--- config.mk ---
export PLATFORM = sky130hd
export DESIGN_NAME = elevator_scan_ctrl
export DESIGN_NICKNAME = d
export VERILOG_FILES = /design/src/rtl/elevator_scan_ctrl.sv
export SDC_FILE = /design/constraint.sdc
export NUM_CORES = 1
export LEC_CHECK = 0
export CORE_MARGIN = 4
export CORE_UTILIZATION = 30
export DETAILED_ROUTE_END_ITERATION = 12
export SKIP_CTS_REPAIR_TIMING = 1
export SLEW_MARGIN = 20
export SYNTH_ARGS = -nofsm -noshare
export SYNTH_HDL_FRONTEND = slang
export SYNTH_SLANG_ARGS = --single-unit
--- constraint.sdc ---
create_clock -name CLK -period 8.4 [get_ports CLK]
set_input_delay 1.68 -clock CLK [delete_from_list [all_inputs] [get_ports CLK]]
set_output_delay 1.68 -clock CLK [all_outputs]
set_load 0.02 [all_outputs]
--- src/rtl/elevator_scan_ctrl.sv ---
// elevator_scan_ctrl: N-floor SCAN elevator controller; latches cab/hall requests, moves the car, sequences the door, optional BCD-PIN login gate.
// Latency: request at the idle car's floor opens the door 2 cycles later; one floor away takes TRAVEL_CYCLES+2 cycles.
// Backpressure: none; requests are level/pulse inputs ORed into a latch. Define MGMT_LOCK_EN to latch requests only while logged in.
module elevator_scan_ctrl #(
    parameter int          FLOORS        = 8,
    parameter int          FLOOR_W       = 3,
    parameter int          TRAVEL_CYCLES = 8,
    parameter int          DOOR_CYCLES   = 4,
    parameter logic [15:0] PIN           = 16'h1234
) (
    input  logic               CLK,
    input  logic               RST,
    input  logic [3:0]         bcd_digit,
    input  logic               bcd_valid,
    input  logic [FLOORS-1:0]  cab_req,
    input  logic [FLOORS-1:0]  hall_req,
    output logic [1:0]         engine,
    output logic               door_open,
    output logic [FLOOR_W-1:0] floor,
    output logic [FLOORS-1:0]  pending,
    output logic               logged_in
);
    localparam int TT_W = (TRAVEL_CYCLES > 1) ? $clog2(TRAVEL_CYCLES) : 1;
    localparam int DT_W = (DOOR_CYCLES > 1) ? $clog2(DOOR_CYCLES) : 1;
    localparam logic [TT_W-1:0] TRAVEL_LAST = TT_W'(TRAVEL_CYCLES - 1);
    localparam logic [DT_W-1:0] DOOR_LAST   = DT_W'(DOOR_CYCLES - 1);
    localparam logic [1:0] ENG_STOP = 2'b00;
    localparam logic [1:0] ENG_UP   = 2'b01;
    localparam logic [1:0] ENG_DOWN = 2'b10;

    typedef enum logic [1:0] {IDLE, MOVE_UP, MOVE_DOWN, DOOR} state_t;

    state_t             state;
    logic               dir_up;
    logic [TT_W-1:0]    travel_tmr;
    logic [DT_W-1:0]    door_tmr;

    logic [FLOORS-1:0]  req_in;
    logic [FLOORS-1:0]  eff;
    logic [FLOORS-1:0]  clr;
    logic [FLOOR_W-1:0] next_floor;
    logic               travel_done;
    logic               door_done;
    logic               arrive_stop;
    logic               eff_beyond;
    logic               req_above;
    logic               req_below;

    function automatic logic [FLOORS-1:0] floors_above(input logic [FLOOR_W-1:0] f);
        logic [FLOORS-1:0] m;
        m = '0;
        for (int i = 0; i < FLOORS; i++) m[i] = (i > int'(f));
        return m;
    endfunction

    function automatic logic [FLOORS-1:0] floors_below(input logic [FLOOR_W-1:0] f);
        logic [FLOORS-1:0] m;
        m = '0;
        for (int i = 0; i < FLOORS; i++) m[i] = (i < int'(f));
        return m;
    endfunction

    function automatic logic [FLOORS-1:0] floor_bit(input logic [FLOOR_W-1:0] f);
        logic [FLOORS-1:0] m;
        m    = '0;
        m[f] = 1'b1;
        return m;
    endfunction

    // Request gating, arrival lookahead and the pending bit cleared this cycle.
    always_comb begin
        req_in      = (cab_req | hall_req) & {FLOORS{logged_in}};
        eff         = pending | req_in;
        travel_done = (travel_tmr == TRAVEL_LAST);
        door_done   = (door_tmr == DOOR_LAST);
        req_above   = |(pending & floors_above(floor));
        req_below   = |(pending & floors_below(floor));
        next_floor  = floor;
        case (state)
            MOVE_UP:   next_floor = floor + FLOOR_W'(1);
            MOVE_DOWN: next_floor = floor - FLOOR_W'(1);
            default:   next_floor = floor;
        endcase
        // Arrival sees requests landing on the same edge so they are served by this stop.
        arrive_stop = eff[next_floor];
        eff_beyond  = (state == MOVE_UP) ? |(eff & floors_above(next_floor))
                                         : |(eff & floors_below(next_floor));
        clr = '0;
        case (state)
            IDLE:              if (pending[floor]) clr = floor_bit(floor);
            MOVE_UP, MOVE_DOWN: if (travel_done && arrive_stop) clr = floor_bit(next_floor);
            DOOR:              clr = floor_bit(floor);
            default:           clr = '0;
        endcase
    end

    // Main SCAN FSM: request latch, motion, door timing, all outputs registered.
    always_ff @(posedge CLK or posedge RST) begin
        if (RST) begin
            state      <= IDLE;
            dir_up     <= 1'b1;
            floor      <= '0;
            engine     <= ENG_STOP;
            door_open  <= 1'b0;
            pending    <= '0;
            travel_tmr <= '0;
            door_tmr   <= '0;
        end else begin
            pending <= eff & ~clr;
            case (state)
                IDLE: begin
                    if (pending[floor]) begin
                        state     <= DOOR;
                        door_open <= 1'b1;
                        door_tmr  <= '0;
                    end else if (req_above && (dir_up || !req_below)) begin
                        state      <= MOVE_UP;
                        dir_up     <= 1'b1;
                        engine     <= ENG_UP;
                        travel_tmr <= '0;
                    end else if (req_below) begin
                        state      <= MOVE_DOWN;
                        dir_up     <= 1'b0;
                        engine     <= ENG_DOWN;
                        travel_tmr <= '0;
                    end
                end
                MOVE_UP, MOVE_DOWN: begin
                    if (!travel_done) begin
                        travel_tmr <= travel_tmr + TT_W'(1);
                    end else begin
                        floor      <= next_floor;
                        travel_tmr <= '0;
                        if (arrive_stop) begin
                            state     <= DOOR;
                            engine    <= ENG_STOP;
                            door_open <= 1'b1;
                            door_tmr  <= '0;
                        end else if (!eff_beyond) begin
                            // Nothing further this way; IDLE picks the next direction.
                            state  <= IDLE;
                            engine <= ENG_STOP;
                        end
                    end
                end
                DOOR: begin
                    if (req_in[floor]) begin
                        door_tmr <= '0;
                    end else if (door_done) begin
                        state     <= IDLE;
                        door_open <= 1'b0;
                        door_tmr  <= '0;
                    end else begin
                        door_tmr <= door_tmr + DT_W'(1);
                    end
                end
                default: state <= IDLE;
            endcase
        end
    end

`ifdef MGMT_LOCK_EN
    logic [1:0] pin_idx;
    logic [3:0] pin_digit;

    // Expected PIN digit for the current position, most significant first.
    always_comb begin
        case (pin_idx)
            2'd0: pin_digit = PIN[15:12];
            2'd1: pin_digit = PIN[11:8];
            2'd2: pin_digit = PIN[7:4];
            2'd3: pin_digit = PIN[3:0];
        endcase
    end

    // Login sequencer: F always logs out; digits are ignored while logged in.
    always_ff @(posedge CLK or posedge RST) begin
        if (RST) begin
            logged_in <= 1'b0;
            pin_idx   <= 2'd0;
        end else if (bcd_valid) begin
            if (bcd_digit == 4'hF) begin
                logged_in <= 1'b0;
                pin_idx   <= 2'd0;
            end else if (!logged_in) begin
                if (bcd_digit == pin_digit) begin
                    if (pin_idx == 2'd3) begin
                        logged_in <= 1'b1;
                        pin_idx   <= 2'd0;
                    end else begin
                        pin_idx <= pin_idx + 2'd1;
                    end
                end else begin
                    // A wrong digit may itself start a new attempt.
                    pin_idx <= (bcd_digit == PIN[15:12]) ? 2'd1 : 2'd0;
                end
            end
        end
    end
`else
    logic unused_bcd;
    assign unused_bcd = ^{bcd_digit, bcd_valid};
    assign logged_in  = 1'b1;
`endif

endmodule

==> flow_summary.yaml, run 1 <==
synth:
  synthSimpleGateAreaFrac_pct: 20.7
  synth_fa_ha_area_share_pct: 8.44
  synth_area_leaders: "dfrtp_1 (27%), ha_1 (8.4%), mux4_2 (5.8%)"
  synth_compound_area_share_pct: 26.2
  synth-seq-cells: 22
  async_reset_ff_share_pct: 100
  yosysSeqAreaShare_pct: 28.6
  synth_cells: 226
  yosysMostFrequentCell: "dfrtp_1"
  synth_fp_nets: 262
  ys_types: 54
  synth_common_cells: "dfrtp_1 (21), nor3_1 (20), nand2_1 (17)"
  yosysTopAreaCell: "dfrtp_1"
  netlist_area_sq_mm: 0.00193
  synthXorXnorAreaFrac_pct: 0
  yosysWarnings: 0
  synth_edf_count: 0
  synth_top_family_by_area: "compound AO/OA/AOI/OAI gates"
  synth-main-ff-cell: "dfrtp_1"
  synth.top_cell.area_share_pct: 27.3
  muxShareOfSynthArea_pct: 10.3
  avgSynthCellArea_sq_um: 8.53
timing:
  slew_headroom_pct: 43.5
  hold_viol: 0
  fin_skew_ns: 0.00599
  setup_viol: 0
  rsz0062_at_grt: "false"
  worst_pin_slew_ns: 0.847
  final-max-slew-violation-count: 0
  fmax_ghz: 0.256
  timing.final.crit_share_pct: 46.5
  fin_crit_ns: 3.90
  setup-tns-final_ns: 0
flow_run:
  cap_violations: 0
route:
  wire_per_inst_microns: 16.4
  ant_nets: 0
  totalWireLength_mm: 5.39
  viasPerCell: 5.66
  vias: 1855
  drt-initial-drc-count: 224
  drtPass1Iterations: 4
  drcViolationCount: 0
worst_setup_path:
  crit_start: "hall_req[6]"
  path_max_fanout: 5
  worstPathArrival_ns: 4.08
  worstPathRequired_ns: 8.58
  cp-end-kind: "flop"
  reg2reg_slack_ns: 4.82
  timing.rr.start: "floor[1]"
  critical-path-max-stage-delay_ns: 0.50
  cp_cell_sequence: "clkdlybuf4s50_1 -> nor3_1 -> o21ai_0 -> a221o_1 -> a2111o_1 -> a31o_2 -> mux2i_1"
  slowest_stage: "nor3_1"
  start_kind: "input pin"
  cp_top_family: "compound AO/OA/AOI/OAI gates"
  reg2reg_to: "state[1]"
  ff2ff_path_depth: 9
  path_buf_inv: 1
  critPathKind: "input pin to flop"
floorplan:
  dieWidth_microns: 88.1
  dieArea_sq_mm: 0.00777
  fp.dieH_microns: 88.1
  io_pins: 38
  std_cell_rows: 28
  core_region_area_sq_mm: 0.00606
  start_util_pct: 31.8
layout:
  final_nets: 290
  drive_above_1_share_pct: 7.51
  final_util_pct: 38.7
  antennaDiodeCount: 0
  final_area_sq_mm: 0.00234
  syn_to_final_growth_pct: 21.6
power_and_ir_drop:
  p_total_mw: 0.729
  p_per_area_mw_per_mm2: 311
  peakVddDrop_mv: 0.0968
  p_leak_nw: 0.897
clock_tree:
  clkSinkCount: 22
  cts_buffers: 3
  tritoncts: "done"
  htreeDepth: 1
  clkLatencyLatePin_ns: 0.26
  clk_path_buf_depth: 2
  path_clk_slew_ns: 0.08
  root_buffer: "clkbuf_8"
global_route:
  grt_pass1_vias: 1782
  gr-total-overflow: 0
  grt_pass1_wl_mm: 9.07
  antenna_found_initial: 0
  grt_max_degree: 23
  grt_usage_pct: 14.7
status:
  outcome: "complete, no violations"
min_path:
  min_from: "dir_up"
  whs_endpoint: "dir_up"
  whs_path_depth: 2
  hp-class: "flop to flop"
placement:
  portBuffers: 31
  placed_area_sq_mm: 0.00229
  routabilityCongestion: 0.839
  place_hpwl_mm: 4.18
layout by cell type (no fill, tap or decap), types with 5 or more instances in the layout:
| master | n |
|---|---|
| nor2b_1 | 7 |
| ha_1 | 13 |
| o21ai_1 | 10 |
| clkdlybuf4s50_1 | 31 |
| mux4_2 | 5 |
| a21oi_1 | 15 |
| nor2_1 | 14 |
| dfrtp_1 | 21 |
| nor3_1 | 20 |
| o21ai_0 | 7 |
| nand2_1 | 17 |
| inv_1 | 14 |
report_power, final:
part	internal (mW)	leakage, nW	switching (mW)
registers	0.132	0.249	0.0354
clock network	0.0418	0.0288	0.0350
logic	0.194	0.620	0.292
through the flow:
step | hold WS (ns) | setup slack (ns) | cells
detailed placement | 0.491 | 4.25 | 324
global route | 0.529 | 4.42 | 328
CTS | 0.503 | 4.52 | 328
global placement | 0.481 | 4.29 | 324
finish | 0.501 | 4.50 | 328
floorplan | 0.463 | 4.99 | 226
worst max path at each step:
stage / end / slack, ns / depth (start not counted)
floorplan: state[0] / 4.99 / 6
global placement: state[0] / 4.29 / 7
detailed placement: state[0] / 4.25 / 7
CTS: state[1] / 4.52 / 7
global route: state[1] / 4.42 / 7
finish: state[1] / 4.50 / 7
sequential cells by signal, indices dropped and copies added, names as in the netlist:
name and flops:
dir_up 1, floor 3, travel_tmr 3, engine 2
door_open 1, pending 8, state 2, door_tmr 2
kinds of logic after synthesis:
family / Yosys count
adder cells (fa/ha/maj): 13
multiplexers: 12
flip-flops: 22
other: 1
AO/OA/AOI/OAI: 74
buffers and inverters: 25
AND/OR/NAND/NOR: 79
layer usage:
metal	global-route usage [%]	wire [microns]	share of wire [%]
met5	0	0	0
met4	4.40	69	1.3
met3	1.88	255	4.7
met2	23.8	2510	47
met1	20.5	2550	47
worst register-to-register path, delay by kind of cell, from the launching register on:
kind                       cells  cell delay, ns
adders and majority gates      1            0.42
buffers and inverters          1            0.44
DFF                            1            0.69
muxes                          2            0.44
AOI/OAI and AO/OA              5            1.52
area by class of cell:
| type | instances | area [sq um] |
|---|---|---|
| fill | 621 | 3720 |
| inverter | 17 | 63.8 |
| clock buffer | 4 | 55.1 |
| timing repair buffer | 31 | 310 |
| tap | 75 | 93.8 |
| sequential | 22 | 552 |
| multi-input combinational | 179 | 1270 |
Note: power is estimated with default switching activity, not from simulation.
==> inputs of run 2 (changes only) <==
==> constraint.sdc (replaced) <==
create_clock -name CLK -period 3.5 [get_ports CLK]
set_input_delay 0.7 -clock CLK [delete_from_list [all_inputs] [get_ports CLK]]
set_output_delay 0.7 -clock CLK [all_outputs]
set_load 0.02 [all_outputs]
==> flow_summary.yaml, run 2 (synthesis results as in run 1) <==
worst_setup_path:
  start_kind: "flop"
  worstPathRequired_ns: 3.68
  critical-path-max-stage-delay_ns: 0.48
  critPathKind: "flop to flop"
  cp-end-kind: "flop"
  path_max_fanout: 9
  reg2reg_slack_ns: 0.30
  worstPathArrival_ns: 3.38
  cpMostUsedCell: "mux2i_1"
  cp_cell_sequence: "clkinv_1 -> ha_1 -> mux2i_1 -> a21o_2 -> o21ai_0 -> a221o_1 -> a2111o_1 -> a31o_2 -> mux2i_1"
  slowest_stage: "a2111o_1"
timing:
  hold_viol: 0
  slew_headroom_pct: 44.3
  timing.final.crit_share_pct: 91.3
  final-max-slew-violation-count: 0
  fmax_ghz: 0.313
  setup_viol: 0
  fin_crit_ns: 3.20
  setup-tns-final_ns: 0
  worst_pin_slew_ns: 0.835
  fin_skew_ns: 0.00471
  rsz0062_at_grt: "false"
  whs_ns: 0.501
global_route:
  grt_max_degree: 23
  grt_pass1_wl_mm: 9.28
  grt_pass1_vias: 1860
  antenna_found_initial: 0
  gr-total-overflow: 0
  grt_usage_pct: 15.3
layout:
  final_nets: 301
  syn_to_final_growth_pct: 25.4
  antennaDiodeCount: 0
  stdcell_count: 339
  final_area_sq_mm: 0.00242
  drive_above_1_share_pct: 11.0
  final_common_cell: "clkdlybuf4s50_1"
  final_cell_mix: "clkdlybuf4s50_1 (31), dfrtp_1 (21), nor3_1 (20), nand2_1 (17), a21oi_1 (15)"
  top_register: "pending"
  largest_reg_flops: 8
  largestRegisters: "pending (8), floor (3), travel_tmr (3)"
clock_tree:
  root_buffer: "clkbuf_8"
  htreeDepth: 1
  clkLatencyLatePin_ns: 0.26
  clkSinkCount: 22
  path_clk_slew_ns: 0.08
  clk_path_buf_depth: 2
  tritoncts: "done"
  cts_buffers: 3
status:
  outcome: "complete, no violations"
placement:
  place_inst: 335
  portBuffers: 31
  routabilityCongestion: 0.847
  place_hpwl_mm: 4.30
  placed_area_sq_mm: 0.00237
flow_run:
  cap_violations: 0
power_and_ir_drop:
  p_leak_nw: 0.948
  peakVddDrop_mv: 0.292
  p_per_area_mw_per_mm2: 734
  p_total_mw: 1.77
floorplan:
  io_pins: 38
  fp.dieH_microns: 88.1
  dieArea_sq_mm: 0.00777
  core_region_area_sq_mm: 0.00606
  start_util_pct: 31.8
  std_cell_rows: 28
  dieWidth_microns: 88.1
route:
  wire_per_inst_microns: 15.9
  drt-initial-drc-count: 144
  drcViolationCount: 0
  drtPass1Iterations: 4
  viasPerCell: 5.51
  vias: 1867
  totalWireLength_mm: 5.40
  ant_nets: 0
min_path:
  hp-class: "flop to flop"
## run 2: cell types whose count changed in the layout (fill, tap and decap cells not counted), sizes merged
cell / before / now
buf: 0 / 11
## run 2: final timing paths
path	startpoint	end	depth (start not counted)
worst min register to register	dir_up	dir_up	2
max in group asynchronous	RST	pending[5]	2
min in group asynchronous	RST	engine[1]	2
worst max register to register	floor[1]	state[0]	9
worst max-delay path	floor[1]	state[0]	9
worst min-delay path	dir_up	dir_up	2
## run 2: critical path: cells and delay by family (launching register included)
kind            cells  cell delay (ns)
compound gates      5             1.49
fa+ha+maj           1             0.40
mux                 2             0.45
buf+inv             1             0.31
flops               1             0.46
## run 2: area by class of cell
cell class	instances	area (sq um)
repair buffers	42	393
flip-flops and latches	22	552
multi-input cells	179	1270
inverters	17	63.8
fillers	634	3640
well taps	75	93.8
clock buffers	4	45.0
## run 2: report_power, final
part | internal, mW | total, mW | switching [mW]
sequential | 0.317 | 0.384 | 0.0672
combinational | 0.508 | 1.23 | 0.720
clock | 0.0811 | 0.161 | 0.0798
## run 2: through the flow
step | util (%) | worst slack (ns)
after floorplan | - | 0.362
after global placement | 39.1 | 0.319
after detailed placement | 39.1 | 0.336
after CTS | 39.9 | 0.310
after global routing | 39.9 | 0.0649
final | 39.9 | 0.304
## run 2: per-layer routing
| layer | vias to the layer above | part of all wire, % | track usage, % |
|---|---|---|---|
| met5 | - | 0 | 0 |
| met4 | 0 | 1.3 | 3.98 |
| met3 | 6 | 4.6 | 2.35 |
| met2 | 45 | 46 | 24.2 |
| met1 | 887 | 48 | 21.8 |
| li1 | 929 | - | - |
